## src/rtl/peridot_spislave_pkg.sv

```systemverilog
// Shared state encoding and framing constants for the SPI-slave register bridge.
package peridot_spislave_pkg;

   typedef enum logic [2:0] {
      ST_WAITHI,
      ST_IDLE,
      ST_CMD,
      ST_RDUMMY,
      ST_RDATA,
      ST_WDATA,
      ST_IGNORE
   } state_t;

   localparam int CMD_RW_BIT = 7;
   localparam int CMD_BITS   = 8;
   localparam int DATA_BITS  = 32;
   localparam int SPI_MODE   = 0;

   localparam logic [4:0] CMD_LAST  = 5'(CMD_BITS - 1);
   localparam logic [4:0] DATA_LAST = 5'(DATA_BITS - 1);

endpackage

```

## src/rtl/peridot_spislave_bridge_if.sv

```systemverilog
// Fabric-side register bus: the bridge is master, the register file is slave.
interface peridot_spislave_bridge_if #(
   parameter int ADDR_WIDTH = 3
) ();

   logic [ADDR_WIDTH-1:0] reg_address;
   logic                  reg_read;
   logic [31:0]           reg_readdata;
   logic                  reg_write;
   logic [31:0]           reg_writedata;

   modport master (
      output reg_address,
      output reg_read,
      input  reg_readdata,
      output reg_write,
      output reg_writedata
   );

   modport slave (
      input  reg_address,
      input  reg_read,
      output reg_readdata,
      input  reg_write,
      input  reg_writedata
   );

endinterface

```

## src/rtl/peridot_spislave_sync.sv

```systemverilog
// Two-flop synchronisers for the SPI pins followed by a one-flop edge detector.
module peridot_spislave_sync
   import peridot_spislave_pkg::*;
(
   input  logic clk,
   input  logic rst_n,
   input  logic ss_n,
   input  logic sclk,
   input  logic mosi,
   output logic ss_n_s,
   output logic mosi_s,
   output logic rise,
   output logic fall,
   output logic ss_rise,
   output logic ss_fall
);

   logic [1:0] ss_n_pipe;
   logic [1:0] sclk_pipe;
   logic [1:0] mosi_pipe;
   logic       ss_n_d;
   logic       sclk_d;
   logic       sclk_s;
   logic       sclk_up;
   logic       sclk_dn;

   // ss_n resets low so a frame already in progress at reset release is never seen as a new select edge
   always_ff @(posedge clk or negedge rst_n) begin
      if (!rst_n) begin
         ss_n_pipe <= '0;
         sclk_pipe <= '0;
         mosi_pipe <= '0;
         ss_n_d    <= 1'b0;
         sclk_d    <= 1'b0;
      end else begin
         ss_n_pipe <= {ss_n_pipe[0], ss_n};
         sclk_pipe <= {sclk_pipe[0], sclk};
         mosi_pipe <= {mosi_pipe[0], mosi};
         ss_n_d    <= ss_n_pipe[1];
         sclk_d    <= sclk_pipe[1];
      end
   end

   localparam bit SAMPLE_ON_UP = (SPI_MODE == 0) || (SPI_MODE == 3);

   assign ss_n_s  = ss_n_pipe[1];
   assign sclk_s  = sclk_pipe[1];
   assign mosi_s  = mosi_pipe[1];
   assign sclk_up = sclk_s & ~sclk_d;
   assign sclk_dn = ~sclk_s & sclk_d;
   assign rise    = ~ss_n_s & (SAMPLE_ON_UP ? sclk_up : sclk_dn);
   assign fall    = ~ss_n_s & (SAMPLE_ON_UP ? sclk_dn : sclk_up);
   assign ss_rise = ss_n_s & ~ss_n_d;
   assign ss_fall = ~ss_n_s & ss_n_d;

endmodule

```

## src/rtl/peridot_spislave_bridge.sv

```systemverilog
// SPI mode-0 responder giving an external host read/write access to a 32-bit register window.
module peridot_spislave_bridge
   import peridot_spislave_pkg::*;
#(
   parameter int         REG_ADDR_WIDTH = 3,
   parameter logic [7:0] SYNC_BYTE      = 8'h5A
) (
   input  logic csi_clk,
   input  logic rsi_reset_n,
   input  logic coe_ss_n,
   input  logic coe_sclk,
   input  logic coe_mosi,
   output logic coe_miso,
   output logic coe_miso_oe,
   output logic busy,
   peridot_spislave_bridge_if.master reg_bus
);

   state_t                    state;
   state_t                    next_state;
   logic                      ss_n_s;
   logic                      mosi_s;
   logic                      rise;
   logic                      fall;
   logic                      ss_rise;
   logic                      ss_fall;
   logic [4:0]                bit_cnt;
   logic [DATA_BITS-2:0]      shift_in;
   logic [DATA_BITS-1:0]      shift_out;
   logic [DATA_BITS-1:0]      hold;
   logic [DATA_BITS-1:0]      writedata_q;
   logic [REG_ADDR_WIDTH-1:0] addr;
   logic [REG_ADDR_WIDTH-1:0] address_q;
   logic                      read_q;
   logic                      write_q;
   logic                      rd_pend;
   logic                      miso_q;
   logic [7:0]                cmd;
   logic [REG_ADDR_WIDTH-1:0] cmd_addr;
   logic                      cmd_reserved;
   logic                      byte_done;
   logic                      word_done;

   peridot_spislave_sync u_sync (
      .clk     (csi_clk),
      .rst_n   (rsi_reset_n),
      .ss_n    (coe_ss_n),
      .sclk    (coe_sclk),
      .mosi    (coe_mosi),
      .ss_n_s  (ss_n_s),
      .mosi_s  (mosi_s),
      .rise    (rise),
      .fall    (fall),
      .ss_rise (ss_rise),
      .ss_fall (ss_fall)
   );

   assign cmd          = {shift_in[6:0], mosi_s};
   assign cmd_addr     = cmd[REG_ADDR_WIDTH-1:0];
   assign cmd_reserved = |(cmd[6:0] >> REG_ADDR_WIDTH);
   assign byte_done    = rise && (bit_cnt == CMD_LAST);
   assign word_done    = rise && (bit_cnt == DATA_LAST);

   always_ff @(posedge csi_clk or negedge rsi_reset_n) begin
      if (!rsi_reset_n) state <= ST_WAITHI;
      else              state <= next_state;
   end

   always_comb begin
      next_state = state;
      if (ss_rise) begin
         next_state = ST_IDLE;
      end else begin
         case (state)
            ST_WAITHI: if (ss_n_s)    next_state = ST_IDLE;
            ST_IDLE:   if (ss_fall)   next_state = ST_CMD;
            ST_CMD:    if (byte_done) next_state = cmd_reserved      ? ST_IGNORE :
                                                   cmd[CMD_RW_BIT]   ? ST_RDUMMY : ST_WDATA;
            ST_RDUMMY: if (byte_done) next_state = ST_RDATA;
            ST_RDATA:  if (word_done) next_state = ST_IGNORE;
            default:   ;
         endcase
      end
   end

   // The read strobe fires with the command decode; its data lands in hold two clocks later regardless of frame state.
   always_ff @(posedge csi_clk or negedge rsi_reset_n) begin
      if (!rsi_reset_n) begin
         bit_cnt     <= '0;
         shift_in    <= '0;
         shift_out   <= '0;
         hold        <= '0;
         writedata_q <= '0;
         addr        <= '0;
         address_q   <= '0;
         read_q      <= 1'b0;
         write_q     <= 1'b0;
         rd_pend     <= 1'b0;
         miso_q      <= 1'b0;
      end else begin
         read_q  <= 1'b0;
         write_q <= 1'b0;
         rd_pend <= read_q;
         if (rd_pend) hold <= reg_bus.reg_readdata;
         case (state)
            ST_IDLE: begin
               if (ss_fall) begin
                  bit_cnt <= '0;
                  miso_q  <= 1'b0;
               end
            end
            ST_CMD: begin
               if (rise) begin
                  shift_in <= {shift_in[DATA_BITS-3:0], mosi_s};
                  bit_cnt  <= byte_done ? 5'd0 : bit_cnt + 5'd1;
               end
               if (byte_done && !cmd_reserved) begin
                  if (cmd[CMD_RW_BIT]) begin
                     read_q    <= 1'b1;
                     address_q <= cmd_addr;
                     shift_out <= {SYNC_BYTE, {(DATA_BITS-8){1'b0}}};
                  end else begin
                     addr <= cmd_addr;
                  end
               end
            end
            ST_RDUMMY, ST_RDATA: begin
               if (fall) begin
                  miso_q    <= shift_out[DATA_BITS-1];
                  shift_out <= {shift_out[DATA_BITS-2:0], 1'b0};
               end
               if (rise) begin
                  if (state == ST_RDUMMY) begin
                     bit_cnt <= byte_done ? 5'd0 : bit_cnt + 5'd1;
                     if (byte_done) shift_out <= hold;
                  end else begin
                     bit_cnt <= word_done ? 5'd0 : bit_cnt + 5'd1;
                  end
               end
            end
            ST_WDATA: begin
               if (rise) begin
                  shift_in <= {shift_in[DATA_BITS-3:0], mosi_s};
                  bit_cnt  <= word_done ? 5'd0 : bit_cnt + 5'd1;
               end
               if (word_done) begin
                  write_q     <= 1'b1;
                  writedata_q <= {shift_in, mosi_s};
                  address_q   <= addr;
                  addr        <= addr + 1'b1;
               end
            end
            ST_IGNORE: begin
               if (fall) miso_q <= 1'b0;
            end
            default: ;
         endcase
      end
   end

   assign coe_miso              = miso_q;
   assign coe_miso_oe           = ~ss_n_s && (state != ST_WAITHI);
   assign busy                  = (state != ST_IDLE) && (state != ST_WAITHI);
   assign reg_bus.reg_address   = address_q;
   assign reg_bus.reg_read      = read_q;
   assign reg_bus.reg_write     = write_q;
   assign reg_bus.reg_writedata = writedata_q;

endmodule

```

## src/flat_wrapper.sv

```systemverilog
// flat-port wrapper written by rule: the top's interface ports become plain ports
module peridot_spislave_bridge_flat import peridot_spislave_pkg::*;
#(
   parameter int         REG_ADDR_WIDTH = 3,
   parameter logic [7:0] SYNC_BYTE      = 8'h5A
)
  (csi_clk, rsi_reset_n, coe_ss_n, coe_sclk, coe_mosi, coe_miso, coe_miso_oe, busy, reg_bus_reg_address, reg_bus_reg_read, reg_bus_reg_readdata, reg_bus_reg_write, reg_bus_reg_writedata);
  peridot_spislave_bridge_if #(.ADDR_WIDTH(3)) reg_bus_i ();
  input  logic csi_clk;
  input  logic rsi_reset_n;
  input  logic coe_ss_n;
  input  logic coe_sclk;
  input  logic coe_mosi;
  output logic coe_miso;
  output logic coe_miso_oe;
  output logic busy;
  output wire logic [$bits(reg_bus_i.reg_address)-1:0] reg_bus_reg_address;
  output wire logic [$bits(reg_bus_i.reg_read)-1:0] reg_bus_reg_read;
  input wire logic [$bits(reg_bus_i.reg_readdata)-1:0] reg_bus_reg_readdata;
  output wire logic [$bits(reg_bus_i.reg_write)-1:0] reg_bus_reg_write;
  output wire logic [$bits(reg_bus_i.reg_writedata)-1:0] reg_bus_reg_writedata;
  assign reg_bus_reg_address = reg_bus_i.reg_address;
  assign reg_bus_reg_read = reg_bus_i.reg_read;
  assign reg_bus_i.reg_readdata = reg_bus_reg_readdata;
  assign reg_bus_reg_write = reg_bus_i.reg_write;
  assign reg_bus_reg_writedata = reg_bus_i.reg_writedata;
  peridot_spislave_bridge #(.REG_ADDR_WIDTH(REG_ADDR_WIDTH), .SYNC_BYTE(SYNC_BYTE)) u_core (.csi_clk(csi_clk), .rsi_reset_n(rsi_reset_n), .coe_ss_n(coe_ss_n), .coe_sclk(coe_sclk), .coe_mosi(coe_mosi), .coe_miso(coe_miso), .coe_miso_oe(coe_miso_oe), .busy(busy), .reg_bus(reg_bus_i));
endmodule
```

## config.mk

```make
export PLATFORM = sky130hd
export DESIGN_NAME = peridot_spislave_bridge_flat
export DESIGN_NICKNAME = d
export VERILOG_FILES = /design/src/rtl/peridot_spislave_pkg.sv /design/src/rtl/peridot_spislave_bridge_if.sv /design/src/rtl/peridot_spislave_sync.sv /design/src/rtl/peridot_spislave_bridge.sv /design/src/flat_wrapper.sv
export SDC_FILE = /design/constraint.sdc
export NUM_CORES = 1
export LEC_CHECK = 0
export BUFFER_PORTS_ARGS = -buffer_cell sky130_fd_sc_hd__buf_2
export CORE_MARGIN = 2
export CORE_UTILIZATION = 40
export CTS_CLUSTER_DIAMETER = 100
export CTS_CLUSTER_SIZE = 25
export DETAILED_ROUTE_END_ITERATION = 8
export PLACE_DENSITY = 0.66
export SLEW_MARGIN = 10
export SYNTH_ARGS = -nofsm -noshare
export SYNTH_HDL_FRONTEND = slang
export SYNTH_SLANG_ARGS = --single-unit
```

## constraint.sdc

```tcl
create_clock -name csi_clk -period 2.9 [get_ports csi_clk]
set_input_delay 0.145 -clock csi_clk [delete_from_list [all_inputs] [get_ports csi_clk]]
set_output_delay 0.145 -clock csi_clk [all_outputs]
set_load 0.02 [all_outputs]
```

-- Yosys cells after proc, flatten, opt, wreduce, memory -nomap -nowiden
Index checks and enable logic that the tools add are counted.
- bitwise logic cells: 10
- add/subtract/negate cells: 2
- equality and inequality tests: 24
- reductions and logical operators: 24
- multiplexer cells: 41
- operators by type and width (kind ; number):
    32-bit two-way mux ; 6
    32-bit one-hot mux with 2 select lines ; 1
    3-bit two-way mux ; 14
    5-bit two-way mux ; 7
    5-bit one-hot mux with 4 select lines ; 1
    2-bit by 1-bit != test with 1-bit output, second input constant ; 9
    3-bit by 1-bit != test with 1-bit output, second input constant ; 5
    3-bit one-hot mux with 5 select lines ; 1
    3-bit one-hot mux with 2 select lines ; 2
    4-bit AND reduction ; 3
    3-bit equality test, second input constant ; 3
    1-bit two-way mux ; 8
    1-bit bitwise AND ; 6
    3-bit by 2-bit equality test with 1-bit output, second input constant ; 2
    6-bit AND reduction ; 1
    3-bit nonzero test ; 2
    6-bit nonzero test ; 1
    5-bit by 1-bit adder with 5-bit output, second input constant ; 1
    5-bit by 3-bit equality test with 1-bit output, second input constant ; 1
    5-bit equality test, second input constant ; 1
    1-bit logical AND ; 5
    5-bit AND reduction ; 1
    1-bit inverter ; 4
    2-bit AND reduction ; 2
    other kinds (12) ; 14
- output and inout port bits: 40
- bits of input ports: 37
- bits in registers: 153
- logic and storage cells: 118

-- Depth between registers and ports, before layout
Gate-level depths: netlist of run 1.
- word-level depth: 8
- mapped depth: 7
- depth with buffers taken out: 7

-- Cells and area by module
Synthesis of run 1 repeated with hierarchy kept, for this count alone.
- cell total of the unflattened synthesis: 619
- area total of the unflattened synthesis: 6769.0 sq um
- modules (own cells, without submodules) (module ; cells an instance ; times used ; seq. area each (sq um) ; area each (sq um)):
    peridot_spislave_bridge ; 607 ; 1 ; 3628.5 ; 6541.3
    peridot_spislave_sync ; 12 ; 1 ; 200.2 ; 227.7

-- Worst setup path before layout of run 1
No wires, ideal clock.
- kind: register to register
- start point: reg u_core.bit_cnt[0]
- end point: reg u_core.writedata_q[0], in the netlist u_core.reg_bus.reg_writedata[0]
- setup slack: 0.841 ns
- setup time: 0.125 ns
- period minus slack after synthesis: 2.059 ns
- data arrival time: 1.934 ns
- cell stages (with the launch flop): 8
- path buffers: 1
- required time: 2.775 ns
- cells stage by stage: dfrtp_1 -> ha_1 -> and3_1 -> ha_1 -> nand4b_1 -> nor2_2 -> buf_6 -> mux2_2
- longest elaborated chain between the ends: 3
- RTL lines (element ; RTL line ; text):
    from (decl) ; peridot_spislave_bridge.sv:27 ; logic [4:0] bit_cnt;
    from (signal assigned) ; peridot_spislave_bridge.sv:115 ; bit_cnt <= byte_done ? 5'd0 : bit_cnt + 5'd1;
    from (signal assigned) ; peridot_spislave_bridge.sv:134 ; bit_cnt <= byte_done ? 5'd0 : bit_cnt + 5'd1;
    from (signal assigned) ; peridot_spislave_bridge.sv:137 ; bit_cnt <= word_done ? 5'd0 : bit_cnt + 5'd1;
    5-bit equality test ; peridot_spislave_bridge.sv:62 ; assign word_done = rise && (bit_cnt == DATA_LAST);
    1-bit logical AND ; peridot_spislave_bridge.sv:62 ;
    2-bit AND reduction (no line) ; n/a ;
    to (signal assigned) ; peridot_spislave_bridge.sv:148 ; writedata_q <= {shift_in, mosi_s};
    to (decl) ; peridot_spislave_bridge.sv:31 ; logic [DATA_BITS-1:0] writedata_q;
Every way passes these cells.
A chain may end at the register's enable or synchronous reset.

-- Worst setup path after layout of run 1
- start point: reg u_core.u_sync.ss_n_pipe[1]
- end point: reg u_core.shift_out[14]
- longest elaborated chain between the ends: 7
- elaborated cells on any way between the ends: 12
- classes of those cells: eq/ne (1); mux (5); bitwise (3); reduce/logical (3)
- RTL lines (element ; RTL line ; text):
    from (decl) ; peridot_spislave_sync.sv:18 ; logic [1:0] ss_n_pipe;
    from (signal assigned) ; peridot_spislave_sync.sv:36 ; ss_n_pipe <= {ss_n_pipe[0], ss_n};
    1-bit inverter (*) ; peridot_spislave_sync.sv:51, peridot_spislave_sync.sv:52 ;
    1-bit bitwise AND, on equally long branches ; peridot_spislave_sync.sv:52, peridot_spislave_sync.sv:51 ;
    32-bit two-way mux or 1-bit logical AND (tied branches) ; peridot_spislave_bridge.sv:128, peridot_spislave_bridge.sv:61 ;
    32-bit two-way mux ; peridot_spislave_bridge.sv:135 ; if (byte_done) shift_out <= hold;
    32-bit two-way mux ; peridot_spislave_bridge.sv:133 ; if (state == ST_RDUMMY) begin
    32-bit two-way mux ; peridot_spislave_bridge.sv:132 ; if (rise) begin
    32-bit one-hot mux with 2 select lines ; peridot_spislave_bridge.sv:105 ; case (state)
    to (signal assigned) ; peridot_spislave_bridge.sv:121 ; shift_out <= {SYNC_BYTE, {(DATA_BITS-8){1'b0}}};
    to (signal assigned) ; peridot_spislave_bridge.sv:130 ; shift_out <= {shift_out[DATA_BITS-2:0], 1'b0};
    to (signal assigned) ; peridot_spislave_bridge.sv:135 ;
    to (decl) ; peridot_spislave_bridge.sv:29 ; logic [DATA_BITS-1:0] shift_out;
Every way passes the cells marked *; elsewhere a longest branch is shown, timed or not.

==> impl_metrics.ini, run 1 <==
[yosys]
synth_seq_cells = 153
synth_edf_count = 0
post_synth_xor_area_fraction_pct = 0
ys.flop_type = dfrtp_1
seq_area_frac_synth_pct = 56.7
synthArstFlopShare_pct = 100
syn_area_mm2 = 0.00675
synth_top_family_by_area = multiplexers
synthMuxAreaShare_pct = 25.5
synth_fa_ha_area_share_pct = 0.556
synth_compound_area_share_pct = 8.45
synth_cells = 484
syn_area_per_cell_um2 = 14.0
synth-simple-area-share_pct = 6.30
synth_nets = 524
ys_warn_count = 0
synth_cell_types = 52

[global_route]
grt_use_met1_pct = 19.5
top_usage_layer = met2
grt_max_degree = 74
use_met3_pct = 6.73
grt_pass1_wl_mm = 22.3
first_global_vias = 4515
antenna_found_initial = 0
use_met2_pct = 25.6
track_usage_pct = 15.9
grt_overflow = 0

[clock_tree]
htreeDepth = 4
numClockSinks = 153
clock_latency_ns = 0.42
ctsResizeCount = 0
cts_tree = built
numCtsBuffers = 17
cts_buffer_depth = 2
path_clk_slew_ns = 0.06
root_buffer = clkbuf_16

[timing]
slew_viol_final = 0
finalCriticalPeriod_ns = 2.39
tns_ns = 0
clock.fmax_ghz = 0.419
hold_viol_final = 0
rsz0062_at_grt = false
setup_viol = 0
finalClockSkew_ns = 0.00587
period_share_pct = 82.4
worst_pin_slew_ns = 0.817
max-slew-margin-rel_pct = 45.5

[route]
drcViolationCount = 0
drt_first_pass_iters = 4
routed_wl_mm = 13.5
viasPerCell = 5.17
ant_nets = 0
drt-initial-drc-count = 171
detail_route.wl_per_cell_um = 16.2
via_count = 4304

[floorplanning]
start_util_pct = 40.9
std_cell_rows = 47
die-area_mm2 = 0.0179
core_mm2 = 0.0165
io_pins = 77
die_w_um = 134
die_h_um = 134

[worst_setup_path]
regToRegSetupSlack_ns = 0.51
worstPathRequired_ns = 3.17
startpoint_type = flip-flop
r2r-end = u_core.shift_out[14]
cp_max_fo = 27
worstSetupPathType = reg -> reg
worstPathArrival_ns = 2.66
r2r-start = u_core.u_sync.ss_n_pipe[1]
r2r_cells = 6
worstSetupEndpointType = flip-flop

[final_layout]
num_antenna_cells = 0
layout_common_cells = 153 x dfrtp_1, 129 x mux2_2, 75 x buf_2, 36 x dlygate4sd3_1, 27 x mux2i_1
stdcell_count = 833
area_growth_pct = 23.0
fillers = 1461
drive_gt1_share_pct = 42.9
final_common_cell = dfrtp_1
nNetsFinal = 640

[min_path]
hold_class = in -> async

[power]
ir_drop_uv = 458
static-leakage-power_uw = 0.00420
powerDensity_mw_per_mm2 = 599

[placement]
post-place-cells = 765
port_buffers = 76
dp_hpwl_mm = 8.83
gp_congestion = 0.835

[flow_run]
timing.max_cap.violations = 0

[outcome]
outcome = complete, no violations
cells by family after synthesis:
| logic type | after synthesis |
|---|---|
| compound gates | 73 |
| fa+ha+maj | 3 |
| buf+inv | 33 |
| simple gates | 66 |
| flops | 153 |
| mux | 156 |
registers in the layout, indices dropped and copies added, names as in the netlist:
register	count
u_core.rd_pend	1
u_core.hold	32
u_core.reg_bus.reg_writedata	32
u_core.reg_bus.reg_address	3
u_core.u_sync.sclk_d	1
u_core.state	3
u_core.addr	3
u_core.reg_bus.reg_write	1
u_core.coe_miso	1
u_core.u_sync.ss_n_d	1
u_core.u_sync.mosi_pipe	2
u_core.u_sync.sclk_pipe	2
u_core.shift_in	31
u_core.shift_out	32
u_core.reg_bus.reg_read	1
u_core.u_sync.ss_n_pipe	2
u_core.bit_cnt	5
how the worst max path moves through the flow:
| stage | startpoint | to | depth (start not counted) |
|---|---|---|---|
| finish | u_core.u_sync.ss_n_pipe[1] | u_core.shift_out[14] | 6 |
| global route | u_core.u_sync.ss_n_pipe[1] | u_core.shift_out[30] | 6 |
| CTS | u_core.u_sync.ss_n_pipe[1] | u_core.shift_out[6] | 5 |
| detailed placement | u_core.u_sync.ss_n_pipe[1] | u_core.shift_out[22] | 6 |
| global placement | u_core.u_sync.ss_n_pipe[1] | u_core.shift_out[22] | 6 |
| floorplan | u_core.bit_cnt[0] | u_core.reg_bus.reg_writedata[0] | 7 |
cell usage after synthesis (5+ instances only):
library cell	number	area share, %
mux2_2	129	22
nand3b_1	5	0.56
nand3_1	7	0.52
nand2b_1	5	0.46
a21oi_1	9	0.67
inv_1	6	0.33
nor2_1	12	0.67
buf_2	18	1.3
dfrtp_1	153	57
o21ai_0	7	0.52
o22ai_1	5	0.46
mux2i_1	27	4.0
nand2_1	5	0.28
o2bb2ai_1	26	3.4
worst max-delay path, stage by stage (launching register included):
cell       delay, ns
dfrtp_1         0.49
nor3b_2         0.62
nand4_1         0.38
inv_1           0.27
nor2_2          0.06
buf_4           0.23
o2bb2ai_1       0.17
where the power goes:
group	switching (uW)	internal [uW]
Clock	825	1290
Sequential	102	2220
Combinational	304	240
layer usage:
layer / vias to the layer above / part of all wire [%]
li1: 2042 / -
met1: 2159 / 45
met2: 88 / 48
met3: 15 / 5.8
met4: 0 / 0.84
met5: - / 0
per-stage QoR:
step	util, %	worst slack, ns	area [um^2]	hold slack, ns	power [uW]
3_5_place_dp	44.6	0.499	7370	0.202	2870
6_report	50.3	0.511	8310	0.298	4980
2_1_floorplan	-	0.841	6750	-0.151	2680
5_1_grt	50.3	0.268	8310	0.345	5210
3_3_place_gp	44.6	0.535	7370	0.180	2850
4_1_cts	50.3	0.510	8310	0.313	5030
layout make-up:
cell class | count | area (um^2) | share of cell area, %
sequential | 153 | 3830 | 46.1
multi-input combinational | 298 | 2770 | 33.4
timing repair buffer | 124 | 837 | 10.1
clock buffer | 25 | 505 | 6.09
tap | 220 | 275 | 3.31
clock inverter | 7 | 65.1 | 0.783
inverter | 6 | 22.5 | 0.271
repair_timing:
| item | CTS | global route |
|---|---|---|
| hold buffers | 36 | 0 |
| setup buffers | 0 | 0 |
| hold endpoints to repair | 105 | 0 |
(Power assumes the default switching activity.)
==> run 2: changes to the inputs <==
- ABC_AREA: not set -> 1
- PLACE_DENSITY: 0.66 -> 0.68
- clock period: 2.9 -> 1.9 ns (I/O delays scaled with it)
==> run 2 against run 1 <==
  * Via count grew 29%
  * Maximum frequency is 40% higher
  * Routed wire length grew 11%
  * Sequential power up 68%
  * Highest routed layer unchanged
  * Final cell count up 43%
==> impl_metrics.ini, run 2 <==
[outcome]
outcome = complete, no violations

[route]
detail_route.wl_per_cell_um = 12.5
via_count = 5558
ant_nets = 0
drt-initial-drc-count = 435
drt_first_pass_iters = 5
drcViolationCount = 0
routed_wl_mm = 14.9
viasPerCell = 4.66

[timing]
finalCriticalPeriod_ns = 1.70
setup_ws_ns = 0.198
setup_viol = 0
finalClockSkew_ns = 0.0109
period_share_pct = 89.6
hold_viol_final = 0
tns_ns = 0
worst_pin_slew_ns = 0.414
max-slew-margin-rel_pct = 72.4
rsz0062_at_grt = false
slew_viol_final = 0
clock.fmax_ghz = 0.588
holdWs_ns = 0.155

[worst_setup_path]
worstPathArrival_ns = 2.00
worstPathRequired_ns = 2.20
cp_max_fo = 27
worstSetupEndpointType = flip-flop
startpoint_type = flip-flop
r2r-end = u_core.shift_out[16]
worstSetupPathType = reg -> reg
regToRegSetupSlack_ns = 0.20
r2r-start = u_core.u_sync.ss_n_pipe[1]
r2r_cells = 9

[power]
static-leakage-power_uw = 0.00444
power_uw = 9340
p_switching_uw = 3150
seqPwrFrac_pct = 41.7
p_comb_share_pct = 24.4
p_sw_share_pct = 33.7
ir_drop_uv = 673
p_int_uw = 6190
pwr-share-clk_pct = 34.0
powerDensity_mw_per_mm2 = 1090

[floorplanning]
start_util_pct = 40.6
die-area_mm2 = 0.0185
io_pins = 77
std_cell_rows = 48
core_mm2 = 0.0172
die_w_um = 136
die_h_um = 136

[final_layout]
fin_area_mm2 = 0.00861
final_common_cell = nand2_1
drive_gt1_share_pct = 15.9
layout_common_cells = 262 x nand2_1, 151 x dfrtp_1, 139 x o21ai_0, 117 x inv_1, 75 x buf_2
num_antenna_cells = 0
area_growth_pct = 23.5
nNetsFinal = 995

[yosys]
synth_nets = 886
yosysTopAreaCell = dfrtp_1
ys_warn_count = 0
synth_seq_cells = 153
yosysMostFrequentCell = nand2_1
synth_fa_ha_area_share_pct = 0.539
syn_area_per_cell_um2 = 8.23
synth_cells = 846
synth_top_cell_area_share_pct = 55.0
synth.top_cells.by_count = 262 x nand2_1, 153 x dfrtp_1, 139 x o21ai_0, 117 x inv_1, 55 x nand3_1
synth-simple-area-share_pct = 21.7
seq_area_frac_synth_pct = 55.0
synth_cell_types = 27
syn_area_mm2 = 0.00697
post_synth_xor_area_fraction_pct = 0.251
synth_edf_count = 0
synth_compound_area_share_pct = 11.9
synthArstFlopShare_pct = 100
synth_top_family_by_area = simple AND/OR/NAND/NOR gates
synth_area_leaders = dfrtp_1 55%, nand2_1 14%, o21ai_0 10%
synthMuxAreaShare_pct = 0.647
ys.flop_type = dfrtp_1

[placement]
post_dp_cell_area_mm2 = 0.00759
port_buffers = 76
gp_congestion = 0.856
dp_slack_ns = 0.103
dp_hpwl_mm = 9.31

[global_route]
track_usage_pct = 16.7
grt_max_degree = 66
grt_overflow = 0
grt_pass1_wl_mm = 24.9
first_global_vias = 5450
antenna_found_initial = 0

[clock_tree]
root_buffer = clkbuf_16
clock_latency_ns = 0.43
htreeDepth = 4
numCtsBuffers = 17
cts_tree = built
numClockSinks = 153
cts_buffer_depth = 2
path_clk_slew_ns = 0.06

[min_path]
hold_class = in -> async

[flow_run]
timing.max_cap.violations = 0
-- run 2: cell count changes after synthesis, moves of 8 or more --
cell       change
nand2_1      +257
o21ai_0      +132
mux2_2       -125
inv_1        +111
nand3_1       +48
mux2i_1       -27
o2bb2ai_1     -26
o21ai_1       +22
clkbuf_1      +12
a21oi_1        -8
-- run 2: cells by family (layout without fill, tap and decap cells) --
logic type | after synthesis | after routing
simple gates | 356 | 356
compound gates | 165 | 165
buf+inv | 163 | 285
flops | 153 | 153
mux | 4 | 4
fa+ha+maj | 3 | 3
xor+xnor | 2 | 2
-- run 2: final cells by class --
cell class	count	area, um^2
clock buffer	17	425
clock inverter	15	130
fill	1618	8570
inverter	121	457
multi-input combinational	530	2460
sequential	153	3830
tap	225	282
timing repair buffer	132	1020
-- run 2: worst max-delay path by stage --
stage,end,cells past startpoint,startpoint
after floorplan,u_core.reg_bus.reg_address[0],9,u_core.bit_cnt[0]
after global placement,u_core.shift_out[10],9,u_core.bit_cnt[0]
after detailed placement,u_core.shift_out[7],9,u_core.bit_cnt[0]
after CTS,u_core.shift_out[15],9,u_core.bit_cnt[0]
after global routing,u_core.shift_out[16],9,u_core.u_sync.ss_n_pipe[1]
final,u_core.shift_out[16],9,u_core.u_sync.ss_n_pipe[1]
-- run 2: layer usage --
| metal | up-vias | GRT usage [%] | routed length [um] |
|---|---|---|---|
| met5 | - | 0 | 0 |
| met4 | 0 | 5.03 | 138 |
| met3 | 10 | 5.00 | 714 |
| met2 | 97 | 27.8 | 7030 |
| met1 | 2585 | 21.2 | 7020 |
| li1 | 2866 | - | - |
-- run 2: repair_timing --
| action | 4_1_cts | 5_1_grt |
|---|---|---|
| buffers inserted | 0 | 3 |
| hold endpoints to repair | 188 | 0 |
| gates resized for setup | 0 | 6 |
| endpoints found under the setup margin | 0 | 48 |
| hold buffers | 36 | 0 |
-- run 2: power groups by stage --
stage          Clock [uW]  Sequential, uW  Combinational [uW]
2_1_floorplan           0            3860                1690
3_3_place_gp            0            3940                2160
3_5_place_dp            0            3950                2200
4_1_cts              3250            3890                2280
5_1_grt              3380            3950                2630
6_report             3170            3890                2270
-- run 2: worst max-delay path, cell delays in order (launching register included) --
cell	delay (ns)
dfrtp_1	0.42
inv_2	0.10
nand2_1	0.09
nor2_4	0.17
nand2_2	0.12
inv_1	0.10
nand3_2	0.15
nand2_2	0.12
buf_12	0.18
o21ai_0	0.10
-- run 2: through the flow --
stage               utilization [%]  instances
finish                         50.1       1193
floorplan                         -        846
CTS                            49.5       1188
global placement               44.2       1120
detailed placement             44.2       1120
global route                   50.1       1193
==> run 3: changes to the inputs <==
- REMOVE_ABC_BUFFERS: not set -> 1
==> run 3 against run 2 <==
  * Clock power is 15% higher
  * Worst setup slack got worse by 0.036 ns
  * Power grew 4.9%
  * Critical endpoint is now u_core.reg_bus.reg_writedata[31]
  * Critical path type unchanged
  * Global-route usage is 0.35 points higher
  * Combinational power barely moved
  * Highest routed layer unchanged
==> impl_metrics.ini, run 3 (same netlist as run 2, synthesis figures left out) <==
[outcome]
outcome = complete, no violations

[worst_setup_path]
crit_chain = ha_1 -> nand2_1 -> nor2_1 -> ha_1 -> nand3_2 -> buf_12 -> inv_1 -> nand2_1 -> nand2_1
startpoint_type = flip-flop
worstSetupEndpointType = flip-flop
cp_max_fo = 46
crit_path_max_incr_delay_ns = 0.41
worstPathRequired_ns = 2.22
crit_slowest_cell = dfrtp_1
crit_family = simple AND/OR/NAND/NOR gates
regToRegSetupSlack_ns = 0.16
worstPathArrival_ns = 2.06
cp_num_buf_inv = 2
worstSetupPathType = reg -> reg
crit_top_cell = nand2_1

[power]
p_switching_uw = 3060
ir_drop_uv = 815
powerDensity_mw_per_mm2 = 1140
pwr-share-clk_pct = 37.0
static-leakage-power_uw = 0.00446
p_comb_share_pct = 23.3
seqPwrFrac_pct = 39.7
p_sw_share_pct = 31.3
p_int_uw = 6730

[final_layout]
nNetsFinal = 992
layout_common_cells = 262 x nand2_1, 151 x dfrtp_1, 138 x o21ai_0, 117 x inv_1, 75 x buf_2
fin_area_mm2 = 0.00860
area_growth_pct = 23.5
drive_gt1_share_pct = 15.6
final_common_cell = nand2_1

[floorplanning]
core_mm2 = 0.0172
die-area_mm2 = 0.0185
start_util_pct = 40.6
die_w_um = 136
die_h_um = 136
io_pins = 77
std_cell_rows = 48

[clock_tree]
clock_latency_ns = 0.43
post_cts_buffers = 0
root_buffer = clkbuf_16
htreeDepth = 4
cts_buffer_depth = 2
path_clk_slew_ns = 0.07
cts_tree = built
numCtsBuffers = 17
numClockSinks = 153

[timing]
finalClockSkew_ns = 0.0107
finalCriticalPeriod_ns = 1.74
hold_viol_final = 0
holdWs_ns = 0.0719
max-slew-margin-rel_pct = 62.7
rsz0062_at_grt = false
period_share_pct = 91.4
setup_viol = 0
slew_viol_final = 0
tns_ns = 0
worst_pin_slew_ns = 0.560
clock.fmax_ghz = 0.576
setup_ws_ns = 0.162

[global_route]
track_usage_pct = 17.1
antenna_found_initial = 1
first_global_vias = 5482
grt_overflow = 0
grt_max_degree = 66
grt_pass1_wl_mm = 25.2

[route]
routed_wl_mm = 14.7
via_count = 5519
drcViolationCount = 0
detail_route.wl_per_cell_um = 12.4
drt-initial-drc-count = 313
viasPerCell = 4.63
ant_nets = 0
drt_first_pass_iters = 4

[placement]
gp_congestion = 0.814
port_buffers = 76
dp_hpwl_mm = 9.62
post_dp_cell_area_mm2 = 0.00760
dp_slack_ns = 0.117

[min_path]
hold_class = in -> async

[flow_run]
timing.max_cap.violations = 0
## run 3: final cells by class
class,count,area [um^2]
flip-flops and latches,153,3830
well taps,225,282
inverters,121,457
multi-input cells,530,2440
fillers,1644,8570
clock buffers,18,439
diodes,1,2.50
repair buffers,129,957
clock inverters,14,195
## run 3: worst paths after layout
path | from | to | depth (start not counted)
worst max register to register | u_core.bit_cnt[0] | u_core.reg_bus.reg_writedata[31] | 9
worst min register to register | u_core.u_sync.sclk_pipe[0] | u_core.u_sync.sclk_pipe[1] | 0
max in group asynchronous | rsi_reset_n | u_core.hold[6] | 3
worst min-delay path | rsi_reset_n | u_core.hold[22] | 2
worst max-delay path | u_core.bit_cnt[0] | u_core.reg_bus.reg_writedata[31] | 9
min in group csi_clk | coe_ss_n | u_core.u_sync.ss_n_pipe[0] | 2
## run 3: power groups by stage
stage	Sequential, uW	Clock, uW	Combinational, uW
floorplan	3900	0	1540
global placement	3930	0	2170
detailed placement	3930	0	2220
CTS	3880	3700	2300
global route	3940	3830	2670
finish	3890	3630	2280
## run 3: what timing repair did
| action | CTS | global route |
|---|---|---|
| hold buffers | 36 | 0 |
| endpoints found under the hold margin | 188 | 0 |
| setup endpoints to repair | 0 | 37 |
| resized for setup | 0 | 6 |
## run 3: stage by stage
step | utilization [%] | instances | power [uW]
final | 50.1 | 1191 | 9790
after global routing | 50.1 | 1191 | 10400
after CTS | 50.0 | 1190 | 9880
after detailed placement | 44.2 | 1122 | 6150
after global placement | 44.2 | 1122 | 6100
after floorplan | - | 804 | 5440
## run 3: layer usage
metal | track usage, % | wire length, um | part of all wire, %
met4 | 6.48 | 229 | 1.6
met3 | 5.48 | 781 | 5.3
met1 | 22.2 | 7010 | 48
met2 | 26.8 | 6720 | 46
met5 | 0 | 0 | 0
